===== src/rtl/coord_feeder_if.sv =====
// Bus between path generator / motor controller and coord_feeder.
// Master drives writes and requests; slave returns points, status and flags.
interface coord_feeder_if #(
  parameter int AW = 6
);
  logic       i_wr_valid;
  logic [8:0] i_wr_x;
  logic [8:0] i_wr_y;
  logic       i_wr_down;
  logic       i_wr_last;
  logic       o_wr_ready;
  logic       i_request;
  logic [8:0] o_coord_x;
  logic [8:0] o_coord_y;
  logic       o_down;
  logic       o_done;
  logic [AW:0] o_count;
  logic       o_overflow;
  logic       o_reject;
  logic [1:0] o_state;

  modport master (
    output i_wr_valid, i_wr_x, i_wr_y, i_wr_down, i_wr_last, i_request,
    input  o_wr_ready, o_coord_x, o_coord_y, o_down, o_done, o_count,
           o_overflow, o_reject, o_state
  );

  modport slave (
    input  i_wr_valid, i_wr_x, i_wr_y, i_wr_down, i_wr_last, i_request,
    output o_wr_ready, o_coord_x, o_coord_y, o_down, o_done, o_count,
           o_overflow, o_reject, o_state
  );
endinterface


===== src/rtl/coord_feeder.sv =====
// Point FIFO plus request FSM: one point per request, o_done two cycles after the request.
// Full or sentinel writes are dropped (sticky flags); after the last point, requests get 511/511.
module coord_feeder #(
  parameter int DEPTH = 64,
  parameter int AW    = $clog2(DEPTH)
) (
  input logic          i_clock,
  input logic          i_rst,
  coord_feeder_if.slave bus
);

  typedef enum logic [1:0] {
    S_IDLE    = 2'd0,
    S_FETCH   = 2'd1,
    S_PRESENT = 2'd2,
    S_END     = 2'd3
  } state_t;

  logic [19:0]   mem [DEPTH];
  logic [AW-1:0] wr_ptr;
  logic [AW-1:0] rd_ptr;
  logic [AW:0]   count;
  logic [AW:0]   count_nxt;
  logic          wr_ready_q;
  logic          overflow_q;
  logic          reject_q;
  logic          done_q;
  logic [8:0]    x_q;
  logic [8:0]    y_q;
  logic          down_q;
  logic          last_q;
  logic          end_pend;
  state_t        state;

  logic          is_sentinel;
  logic          full;
  logic          empty;
  logic          push;
  logic          pop;
  logic [19:0]   head;

  assign is_sentinel = (bus.i_wr_x == 9'h1FF) && (bus.i_wr_y == 9'h1FF);
  assign full        = (count == (AW+1)'(DEPTH));
  assign empty       = (count == '0);
  assign push        = bus.i_wr_valid && !full && !is_sentinel;
  // Pop only from the registered occupancy, so a fresh write is visible a cycle later.
  assign pop         = (state == S_FETCH) && !empty;
  assign head        = mem[rd_ptr];

  always_comb begin
    count_nxt = count;
    if (push && !pop) begin
      count_nxt = count + (AW+1)'(1);
    end else if (pop && !push) begin
      count_nxt = count - (AW+1)'(1);
    end
  end

  always_ff @(posedge i_clock) begin
    if (push) begin
      mem[wr_ptr] <= {bus.i_wr_last, bus.i_wr_down, bus.i_wr_y, bus.i_wr_x};
    end
  end

  always_ff @(posedge i_clock) begin
    if (i_rst) begin
      wr_ptr     <= '0;
      rd_ptr     <= '0;
      count      <= '0;
      wr_ready_q <= 1'b1;
      overflow_q <= 1'b0;
      reject_q   <= 1'b0;
      done_q     <= 1'b0;
      x_q        <= '0;
      y_q        <= '0;
      down_q     <= 1'b0;
      last_q     <= 1'b0;
      end_pend   <= 1'b0;
      state      <= S_IDLE;
    end else begin
      if (push) begin
        wr_ptr <= wr_ptr + AW'(1);
      end
      if (pop) begin
        rd_ptr <= rd_ptr + AW'(1);
      end
      count      <= count_nxt;
      wr_ready_q <= (count_nxt != (AW+1)'(DEPTH));

      // A sentinel write counts as a reject, never as an overflow.
      if (bus.i_wr_valid && is_sentinel) begin
        reject_q <= 1'b1;
      end else if (bus.i_wr_valid && full) begin
        overflow_q <= 1'b1;
      end

      done_q <= 1'b0;
      case (state)
        S_IDLE: begin
          if (bus.i_request) begin
            state <= S_FETCH;
          end
        end
        S_FETCH: begin
          if (!empty) begin
            done_q <= 1'b1;
            x_q    <= head[8:0];
            y_q    <= head[17:9];
            down_q <= head[18];
            last_q <= head[19];
            state  <= S_PRESENT;
          end
        end
        S_PRESENT: begin
          state <= last_q ? S_END : S_IDLE;
        end
        S_END: begin
          // end_pend supplies the same two-cycle response as the FETCH path.
          if (end_pend) begin
            done_q   <= 1'b1;
            x_q      <= 9'h1FF;
            y_q      <= 9'h1FF;
            down_q   <= 1'b0;
            end_pend <= 1'b0;
          end else if (bus.i_request) begin
            end_pend <= 1'b1;
          end
        end
        default: state <= S_IDLE;
      endcase
    end
  end

  assign bus.o_wr_ready = wr_ready_q;
  assign bus.o_coord_x  = x_q;
  assign bus.o_coord_y  = y_q;
  assign bus.o_down     = down_q;
  assign bus.o_done     = done_q;
  assign bus.o_count    = count;
  assign bus.o_overflow = overflow_q;
  assign bus.o_reject   = reject_q;
  assign bus.o_state    = state;

endmodule

===== src/flat_wrapper.sv =====
// flat-port wrapper written by rule: the top's interface ports become plain ports
module coord_feeder_flat 
#(
  parameter int DEPTH = 64,
  parameter int AW    = $clog2(DEPTH)
)
  (i_clock, i_rst, bus_i_wr_valid, bus_i_wr_x, bus_i_wr_y, bus_i_wr_down, bus_i_wr_last, bus_i_request, bus_o_wr_ready, bus_o_coord_x, bus_o_coord_y, bus_o_down, bus_o_done, bus_o_count, bus_o_overflow, bus_o_reject, bus_o_state);
  coord_feeder_if #(.AW(AW)) bus_i ();
  input logic i_clock;
  input logic i_rst;
  input wire logic [$bits(bus_i.i_wr_valid)-1:0] bus_i_wr_valid;
  input wire logic [$bits(bus_i.i_wr_x)-1:0] bus_i_wr_x;
  input wire logic [$bits(bus_i.i_wr_y)-1:0] bus_i_wr_y;
  input wire logic [$bits(bus_i.i_wr_down)-1:0] bus_i_wr_down;
  input wire logic [$bits(bus_i.i_wr_last)-1:0] bus_i_wr_last;
  input wire logic [$bits(bus_i.i_request)-1:0] bus_i_request;
  output wire logic [$bits(bus_i.o_wr_ready)-1:0] bus_o_wr_ready;
  output wire logic [$bits(bus_i.o_coord_x)-1:0] bus_o_coord_x;
  output wire logic [$bits(bus_i.o_coord_y)-1:0] bus_o_coord_y;
  output wire logic [$bits(bus_i.o_down)-1:0] bus_o_down;
  output wire logic [$bits(bus_i.o_done)-1:0] bus_o_done;
  output wire logic [$bits(bus_i.o_count)-1:0] bus_o_count;
  output wire logic [$bits(bus_i.o_overflow)-1:0] bus_o_overflow;
  output wire logic [$bits(bus_i.o_reject)-1:0] bus_o_reject;
  output wire logic [$bits(bus_i.o_state)-1:0] bus_o_state;
  assign bus_i.i_wr_valid = bus_i_wr_valid;
  assign bus_i.i_wr_x = bus_i_wr_x;
  assign bus_i.i_wr_y = bus_i_wr_y;
  assign bus_i.i_wr_down = bus_i_wr_down;
  assign bus_i.i_wr_last = bus_i_wr_last;
  assign bus_i.i_request = bus_i_request;
  assign bus_o_wr_ready = bus_i.o_wr_ready;
  assign bus_o_coord_x = bus_i.o_coord_x;
  assign bus_o_coord_y = bus_i.o_coord_y;
  assign bus_o_down = bus_i.o_down;
  assign bus_o_done = bus_i.o_done;
  assign bus_o_count = bus_i.o_count;
  assign bus_o_overflow = bus_i.o_overflow;
  assign bus_o_reject = bus_i.o_reject;
  assign bus_o_state = bus_i.o_state;
  coord_feeder #(.DEPTH(DEPTH), .AW(AW)) u_core (.i_clock(i_clock), .i_rst(i_rst), .bus(bus_i));
endmodule

===== config.mk =====
export PLATFORM = sky130hd
export DESIGN_NAME = coord_feeder_flat
export DESIGN_NICKNAME = d
export VERILOG_FILES = /design/src/rtl/coord_feeder_if.sv /design/src/rtl/coord_feeder.sv /design/src/flat_wrapper.sv
export SDC_FILE = /design/constraint.sdc
export NUM_CORES = 1
export LEC_CHECK = 0
export CORE_MARGIN = 2
export CORE_UTILIZATION = 35
export DETAILED_ROUTE_END_ITERATION = 6
export GPL_ROUTABILITY_DRIVEN = 0
export GPL_TIMING_DRIVEN = 0
export SLEW_MARGIN = 10
export SYNTH_ARGS = -nofsm -noshare
export SYNTH_HDL_FRONTEND = slang
export SYNTH_SLANG_ARGS = --single-unit

===== constraint.sdc =====
create_clock -name i_clock -period 2.6 [get_ports i_clock]
set_input_delay 0.52 -clock i_clock [delete_from_list [all_inputs] [get_ports i_clock]]
set_output_delay 0.52 -clock i_clock [all_outputs]
set_load 0.1 [all_outputs]

Yosys cells after proc, flatten, opt, wreduce, memory -nomap -nowiden
Memories as Yosys holds them, arrays and structs flattened. A register that Yosys moved wholly into a read port is not among the register bits.
Cells that the tools add are included.

word-level totals
  register bits = 46
  bits in writable memories = 1280
  input port bits = 24
  output and inout bits = 32
  word-level logic and storage cells = 74
  memories = 1

operators by class
  add/sub/neg operators = 4
  equality and inequality tests = 10
  multiplexer cells = 23
  bitwise gates (word level) = 2
  reduce and logical (&&, ||, !) cells = 21

memories
  name        depth  bits a word  read ports  clocked after Yosys merged registers in  wr ports  line                text
  u_core.mem  64     20           1           1                                        1         coord_feeder.sv:19  logic [19:0] mem [DEPTH];

operators by type and width
  cell                                                 count
  one-hot mux 9 bit (2 select lines)                   2
  two-way mux 9 bit                                    3
  equality test 9 bit, second input constant           2
  two-way mux 7 bit                                    2
  adder 6 x 1 -> 6 bit, second input constant          2
  two-way mux 6 bit                                    2
  logical AND 1 bit                                    8
  two-way mux 1 bit                                    8
  adder 7 x 1 -> 7 bit, second input constant          1
  equality test 7 bit, second input constant           1
  zero test 7 bit                                      1
  inequality test 7 bit, second input constant         1
  subtractor 7 x 1 -> 7 bit, second input constant     1
  two-way mux 2 bit                                    3
  one-hot mux 2 bit (3 select lines)                   1
  AND reduction 3 bit                                  2
  zero test 1 bit                                      5
  equality test 2 bit, second input constant           2
  inequality test 2 bit, second input constant         2
  one-hot mux 1 bit (2 select lines)                   2
  AND reduction 2 bit                                  2
  nonzero test 3 bit                                   1
  equality test 2 x 1 -> 1 bit, second input constant  1
  zero test 2 bit                                      1
  other kinds (3)                                      4

Logic depth before layout (Yosys ltp)
Gate-level depths: netlist of run 1.

  word-level depth = 9
  depth in mapped cells = 11

Worst setup path after synthesis of run 1
Ideal clock, no wire load.

  kind = reg2reg
  start point = register u_core.count[0], in the netlist u_core.bus.o_count[0]
  end point = memory u_core.mem[48][0], enable pin
  library setup time = 0.397 ns
  data arrival time = 3.238 ns
  slack = -1.034 ns
  stages on the path, launching flop included = 9
  buffers on the path = 0
  clock period less this slack = 3.634 ns
  cell sequence = dfxtp_1 -> inv_1 -> ha_1 -> nand2_1 -> o21a_1 -> nand2_1 -> nor2_1 -> nand2_1 -> nor2_1

between the ends
  cells in the longest elaborated chain, start to end = 6

ends and longest elaborated chain
  what                                     line                text
  start: declaration                       coord_feeder.sv:22  logic [AW:0] count;
  start signal: assignment                 coord_feeder.sv:87  count <= count_nxt;
  equality test 7 bit                      coord_feeder.sv:43  assign full = (count == (AW+1)'(DEPTH));
  zero test 1 bit                          coord_feeder.sv:45  assign push = bus.i_wr_valid && !full && !is_sentinel;
  logical AND 1 bit (2 in series)          coord_feeder.sv:45
  two-way mux 1 bit                        coord_feeder.sv:60  if (push) begin
  two-way mux 1 bit (implied by the code)  coord_feeder.sv:61  mem[wr_ptr] <= {bus.i_wr_last, bus.i_wr_down, bus.i_wr_y, bus.i_wr_x};
  end: declaration                         coord_feeder.sv:19

Every way passes these cells.

Final worst setup path of run 1
  start point = register u_core.count[0], in the netlist u_core.bus.o_count[0]
  end point = memory u_core.mem[34][6], enable pin

The elaborated chain is that of the path after synthesis.

==> results.md, run 1 <==
- Hold Violations, Final: 0
- Avg Inst Size Synth: 22.87 um^2
- Worst Max-Slew Pin Slew: 1.089 ns
- Setup violators final: 453
- Comb power frac: 0.232
- Initial antenna violation count: 8
- Seq/Total Area, Yosys: 0.7727
- Post-Route WL: 166,300 um
- CP endpoint kind: flop
- Layout cells sized above 1: 0.4124
- Ys flop type: edfxtp_1
- Reg2Reg Depth: 8
- Pwr Density: 874.5 mW/mm^2
- Synth unique cells: 56
- Dpl hpwl: 90,110 um
- Worst setup endpoint: u_core.mem[34][6]
- Leading cell type in the layout, fill and taps excluded: edfxtp_1
- Die X: 386.1 um
- Final hold slack: 0.05117 ns
- Place WS: -1.732 ns
- IO buf count: 54
- CTS tree: yes
- WL per Instance: 35.06 um
- Standard-cell rows: 140
- DR DRC count: 0
- Outcome: finished with violations
- Post-route ant nets: 0
- Synthesis Warnings: 0
- Required @ worst endpoint: 2.96 ns
- Sw Ratio: 0.2748
- Final period util: 1.173
- Worst setup path start: u_core.bus.o_count[0]
- FMAX: 0.3279 GHz
- Final min period: 3.050 ns
- Startpoint types: flop
- Unrepaired setup endpoints after global routing: true
- Clock Pin Slew Worst Setup and Hold Paths: 0.06 ns
- FF-to-FF Start: u_core.bus.o_count[0]
- Final #Nets: 2,751
- Via-to-Cell Ratio: 5.848
- CTS buffer count: 137
- Congestion Overflow GR: 0
- Fin util: 0.4408
- Hold_sp: bus_i_wr_last
- Die ar.: 0.1491 mm^2
- I/O pin cnt: 56
- Final setup margin: -0.4495 ns
- Gr usage total: 0.2108
- Clock Power Share: 0.337
- Worst Skew: 0.03278 ns
- Net Count, Synth: 2,267
- Async S/R FF share, synth: 0
- Max-slew headroom: 0.2724
- Flip-flop and latch count after synthesis: 1,332
- Number of synthesized flops with an enable pin: 1,280
- Worst min-delay path class: in2reg
- Most used cell, CP: nand2_2
- Core area: 0.1452 mm^2
- Max Fanout on Critical Path: 20
- Critical-path cell list: inv_4, ha_4, nand2_2, o21a_4, nand2_2, nor2_4, nand2_2, nor2_4
- Crit-path slowest cell: nor2_4
- P_int: 40.60 mW
- Slowest stage delay, CP: 0.86 ns
- CTS Buffer Depth: 3
- Peak VDD IR: 0.6791 mV
- Clk root buf: clkbuf_16
- Largest net degree at the start of global routing: 66
- Reg2reg end: u_core.mem[34][6]
- Max-slew violations: 0
- Violated checks: setup timing
- Critical setup path kind: reg2reg
- Starting density of the core: 0.3518
- Vias in the first global route: 26.25k
- Worst EP arrival: 3.41 ns
- First-pass GRT wire length: 213,100 um
- Max Cap Viol: 0
- H-tree depth: 4
- Netlist Area Pre-Place: 0.05109 mm^2
- Sw Pwr: 15.38 mW
- Clock latency on the worst-skew pair: 0.75 ns
- Flop-to-flop setup slack: -0.45 ns
- # clock sinks: 1,332
- Area grow syn2layout: 25.29%
- First-pass DRT Iterations: 6
- Number of fillers in the final layout: 11.85k
- P_leak: 19.89 nW
- Via count: 27.74k
- Die height: 386.1 um
- Commonest non-fill, non-tap cells in the layout: edfxtp_1, mux4_2, buf_4
- Flop pwr share: 0.431
- Post-Syn Instances: 2,234
- DR iter-0 viols: 4,570
power by group through the flow:
stage / registers (mW) / clock network, mW / logic, mW
2_1_floorplan: 25.5 / 0 / 5.52
3_3_place_gp: 24.6 / 0 / 9.78
3_5_place_dp: 24.6 / 0 / 9.95
4_1_cts: 24.1 / 19.0 / 11.3
5_1_grt: 24.1 / 19.8 / 13.3
6_report: 24.1 / 18.9 / 13.0
metal layers:
metal / track usage / vias to the layer above / wire length [um]
li1: - / 10569 / -
met1: 0.2765 / 14735 / 60190
met2: 0.3345 / 2049 / 77850
met3: 0.05959 / 372 / 20950
met4: 0.07847 / 10 / 7215
met5: 0 / - / 73
worst max-delay path, delay by kind of cell (launching register included):
family | cells | cell delay, ns
buffers and inverters | 1 | 0.06
AND/OR/NAND/NOR | 5 | 1.77
adder cells (fa/ha/maj) | 1 | 0.15
AO/OA/AOI/OAI | 1 | 0.21
flip-flops | 1 | 0.41
synth_stat cells (3+ instances only):
cell type  instances  area (um^2)
buf_6              8        90.09
clkbuf_1          37        138.9
ha_1               9        112.6
buf_2             45        225.2
or3_1              5        31.28
o21ai_0           27        135.1
edfxtp_1        1280        38440
nand4_1            7        43.79
and2_1             3        18.77
a22o_1             4        35.03
o22ai_1           15        93.84
buf_1             11        41.29
nand2_1           30        112.6
xor2_1             8        70.07
a22oi_1           14        105.1
nor3b_1            5        37.54
nor2b_1           26        162.7
buf_4             16        120.1
and3_1             3        18.77
or2_2              3        18.77
nand3b_1           5        37.54
nand3_1            9        45.04
nand2b_1           4        25.02
a31oi_1            8        50.05
a211oi_1          19        142.6
o21ai_1            6        30.03
dfxtp_1           52         1041
a21oi_1           16        80.08
nor2_1           102        382.9
a2111oi_0          7        61.31
mux4_2           384         8648
mux2i_1           12        120.1
nor3_1            19        95.09
inv_1              7        26.28
kinds of logic after synthesis:
| logic type | share of synthesized area |
|---|---|
| adders and majority gates | 0.002204 |
| DFF | 0.7727 |
| muxes | 0.1719 |
| xor gates and xnor gates | 0.001714 |
| buffers and inverters | 0.01256 |
| and+or+nand+nor | 0.02295 |
| AOI/OAI and AO/OA | 0.01599 |
cell type report:
class,instances,area (um^2),area share
Buffer,116,1429,0.02232
Clock inverter,59,530.5,0.008287
Antenna cell,6,15.01,0.0002345
Tap cell,1917,2399,0.03747
Multi-Input combinational cell,826,12640,0.1974
Clock buffer,182,3691,0.05766
Timing Repair Buffer,298,3779,0.05903
Sequential cell,1332,39500,0.6171
Inverter,7,31.28,0.0004886
how the worst min path moves through the flow:
stage,depth (start not counted),end
floorplan,2,u_core.last_q
global placement,2,u_core.bus.o_reject
detailed placement,2,u_core.last_q
CTS,1,u_core.mem[49][19]
global route,1,u_core.mem[49][19]
finish,1,u_core.mem[48][19]
repair_timing:
item,in CTS,in global routing
hold buffers,0,0
hold endpoints to repair,0,0
setup buffers,90,130
setup endpoints to repair,1335,995
cloned,33,24
resized for setup,312,206
pin swaps,60,71
through the flow:
| step | cells | area (um^2) | total power [mW] | setup TNS [ns] |
|---|---|---|---|---|
| final | 4743 | 64010 | 55.98 | -130.03 |
| after global routing | 4737 | 64000 | 57.28 | -151.84 |
| after CTS | 4585 | 61500 | 54.36 | -319.12 |
| after detailed placement | 4222 | 54860 | 34.52 | -1824.40 |
| after global placement | 4205 | 54590 | 34.40 | -4871.93 |
| after floorplan | 2234 | 51660 | 31.03 | -64.48 |
sequential cells by signal, summed over array words and instances, names as in the netlist, named ones only:
name / flops
u_core.bus.o_coord_x: 9
u_core.bus.o_coord_y: 9
u_core.bus.o_reject: 1
u_core.wr_ptr: 6
u_core.last_q: 1
u_core.bus.o_state: 2
u_core.end_pend: 1
u_core.mem: 1280
u_core.bus.o_count: 7
u_core.rd_ptr: 6
u_core.bus.o_done: 1
u_core.bus.o_down: 1
u_core.bus.o_wr_ready: 1
u_core.bus.o_overflow: 1
Note: power is estimated with default switching activity, not from simulation.
==> inputs of run 2 (changes only) <==
--- a/config.mk
+++ b/config.mk
@@ -7,9 +7,11 @@
 export LEC_CHECK = 0
 export CORE_MARGIN = 2
 export CORE_UTILIZATION = 35
+export CTS_BUF_LIST = sky130_fd_sc_hd__clkbuf_8
 export DETAILED_ROUTE_END_ITERATION = 6
 export GPL_ROUTABILITY_DRIVEN = 0
 export GPL_TIMING_DRIVEN = 0
+export HOLD_SLACK_MARGIN = 0.02
 export SLEW_MARGIN = 10
 export SYNTH_ARGS = -nofsm -noshare
 export SYNTH_HDL_FRONTEND = slang
==> run 2 against run 1 <==
- cell area shrank 3.5%
- worst hold slack better by 0.035 ns
- the run still ends with setup timing left
- global-route usage is 0.32 points higher
- routed wire length is 2.7% lower
- final cell count rose by 1.1%
- combinational power down 14%
- count of clock-buffer cells in the layout is 39 higher
- utilization decreased by 1.6 points
==> results.md, run 2 (synthesis results as in run 1) <==
- I/O pin cnt: 56
- Critical path's top delay family: simple AND/OR/NAND/NOR gates
- First-pass DRT Iterations: 7
- FF-to-FF Start: u_core.bus.o_count[1]
- Final setup margin: -0.5692 ns
- Max-slew headroom: 0.1580
- Critical setup path kind: reg2reg
- Die height: 386.1 um
- Commonest non-fill, non-tap cells in the layout: edfxtp_1, mux4_2, clkbuf_8
- FF+latch area: 0.03950 mm^2
- DR DRC count: 0
- Placed instance area: 0.05486 mm^2
- Outcome: finished with violations
- Final #Nets: 2,734
- Unrepaired setup endpoints after global routing: true
- FMAX: 0.3155 GHz
- CTS Buffer Depth: 3
- Worst Skew: 0.04517 ns
- Max reg flops: 1,280
- Initial antenna violation count: 14
- Congestion Overflow GR: 0
- Final instance area: 0.06175 mm^2
- Violated checks: setup timing
- Final min period: 3.169 ns
- Setup violators final: 784
- # clock sinks: 1,332
- Clock latency on the worst-skew pair: 0.92 ns
- Dpl hpwl: 90,110 um
- Gr usage total: 0.2140
- Worst EP arrival: 3.66 ns
- Max Fanout on Critical Path: 20
- CTS buffer count: 208
- Stages on the worst setup path: 8
- Clock Pin Slew Worst Setup and Hold Paths: 0.06 ns
- Hold Violations, Final: 0
- Peak VDD IR: 0.5539 mV
- Worst Max-Slew Pin Slew: 1.260 ns
- Post-Route WL: 161,700 um
- Area of the multi-input gates: 0.01227 mm^2
- Startpoint types: flop
- Via-to-Cell Ratio: 5.754
- Max-slew violations: 0
- Standard-cell rows: 140
- H-tree depth: 4
- Reg2reg end: u_core.mem[42][6]
- Pwr Total: 51.84 mW
- Pwr Density: 839.6 mW/mm^2
- Slowest stage delay, CP: 0.87 ns
- Leading cell type in the layout, fill and taps excluded: edfxtp_1
- Final period util: 1.219
- Max Cap Viol: 0
- Starting density of the core: 0.3518
- Largest net degree at the start of global routing: 66
- CTS tree: yes
- Core area: 0.1452 mm^2
- IO buf count: 54
- Layout cells sized above 1: 0.3871
- Worst min-delay path class: in2reg
- Area grow syn2layout: 20.86%
- Via count: 27.58k
- WL per Instance: 33.75 um
- Worst setup path start: u_core.bus.o_count[1]
- Die X: 386.1 um
- Worst setup endpoint: u_core.mem[42][6]
- CP endpoint kind: flop
- Vias in the first global route: 27.09k
- Final hold slack: 0.08584 ns
- Crit-path slowest cell: nor2_4
- Critical path buffers and inverters: 1
- Die ar.: 0.1491 mm^2
- First-pass GRT wire length: 216,500 um
- P_leak: 18.89 nW
- Flop-to-flop setup slack: -0.57 ns
- Critical-path cell list: inv_4, ha_4, nand2_2, o21a_4, nand2_1, nor2_4, nand2_2, nor2_4
- Required @ worst endpoint: 3.09 ns
- DR iter-0 viols: 4,361
- Reg2Reg Depth: 8
- Setup TNS: -209.30 ns
- Top reg by flops: u_core.mem
- Number of fillers in the final layout: 12.15k
- Post-route ant nets: 0
- Fin util: 0.4252
- Clk root buf: clkbuf_8
run 2: changes by cell type in the layout (fill, tap and decap cells not counted), sizes merged:
cell,before,now
buf,333,244
inv,15,90
clkbuf,231,264
clkinv,39,68
dlymetal6s2s,29,0
clkdlybuf4s50,2,23
clkdlybuf4s15,1,10
dlygate4sd3,0,9
bufinv,7,3
diode,6,3
nor2,152,149
clkinvlp,5,7
run 2: worst min path at each step:
stage / endpoint / slack [ns] / startpoint / cells past startpoint
after floorplan: u_core.last_q / 0.45 / u_core.last_q / 2
after global placement: u_core.bus.o_reject / 0.46 / u_core.bus.o_reject / 2
after detailed placement: u_core.last_q / 0.48 / u_core.last_q / 2
after CTS: u_core.mem[0][4] / 0.03 / bus_i_wr_x[4] / 1
after global routing: u_core.mem[8][4] / 0.08 / bus_i_wr_x[4] / 1
final: u_core.mem[3][4] / 0.09 / bus_i_wr_x[4] / 1
run 2: area by class of cell:
| class | instances | area share |
|---|---|---|
| inverter | 7 | 0.0005066 |
| sequential | 1332 | 0.6397 |
| timing repair buffer | 214 | 0.04024 |
| clock inverter | 161 | 0.01323 |
| multi-input combinational | 823 | 0.1987 |
| tap | 1917 | 0.03884 |
| buffer | 115 | 0.01935 |
| antenna | 3 | 0.0001216 |
| clock buffer | 221 | 0.04926 |
run 2: worst register-to-register path: stages (launching register included):
cell     delay (ns)
dfxtp_4        0.41
inv_4          0.06
ha_4           0.16
nand2_2        0.08
o21a_4         0.20
nand2_1        0.22
nor2_4         0.35
nand2_2        0.39
nor2_4         0.88
run 2: stage by stage:
stage / std cells / worst slack (ns)
floorplan: 2234 / -0.1643
global placement: 4205 / -3.547
detailed placement: 4222 / -1.732
CTS: 4776 / -0.5554
global route: 4790 / -0.6223
finish: 4793 / -0.5692
run 2: per-layer routing:
metal	wire [um]	up-vias	GRT usage
li1	-	10565	-
met1	58930	14603	0.2762
met2	75690	1994	0.3366
met3	19600	395	0.06539
met4	7191	22	0.08877
met5	325	-	0
run 2: timing repair:
| item | CTS | global route |
|---|---|---|
| endpoints found under the hold margin | 61 | 0 |
| hold buffers | 9 | 0 |
| pin swaps | 70 | 0 |
| buffers inserted | 124 | 9 |
| endpoints found under the setup margin | 1334 | 1003 |
| cloned | 41 | 5 |
| gates resized for setup | 328 | 13 |
run 2: power breakdown:
| group | switching [mW] | internal (mW) |
|---|---|---|
| sequential | 0.341 | 23.8 |
| clock | 8.29 | 8.17 |
| combinational | 6.41 | 4.83 |
| total | 15.0 | 36.8 |
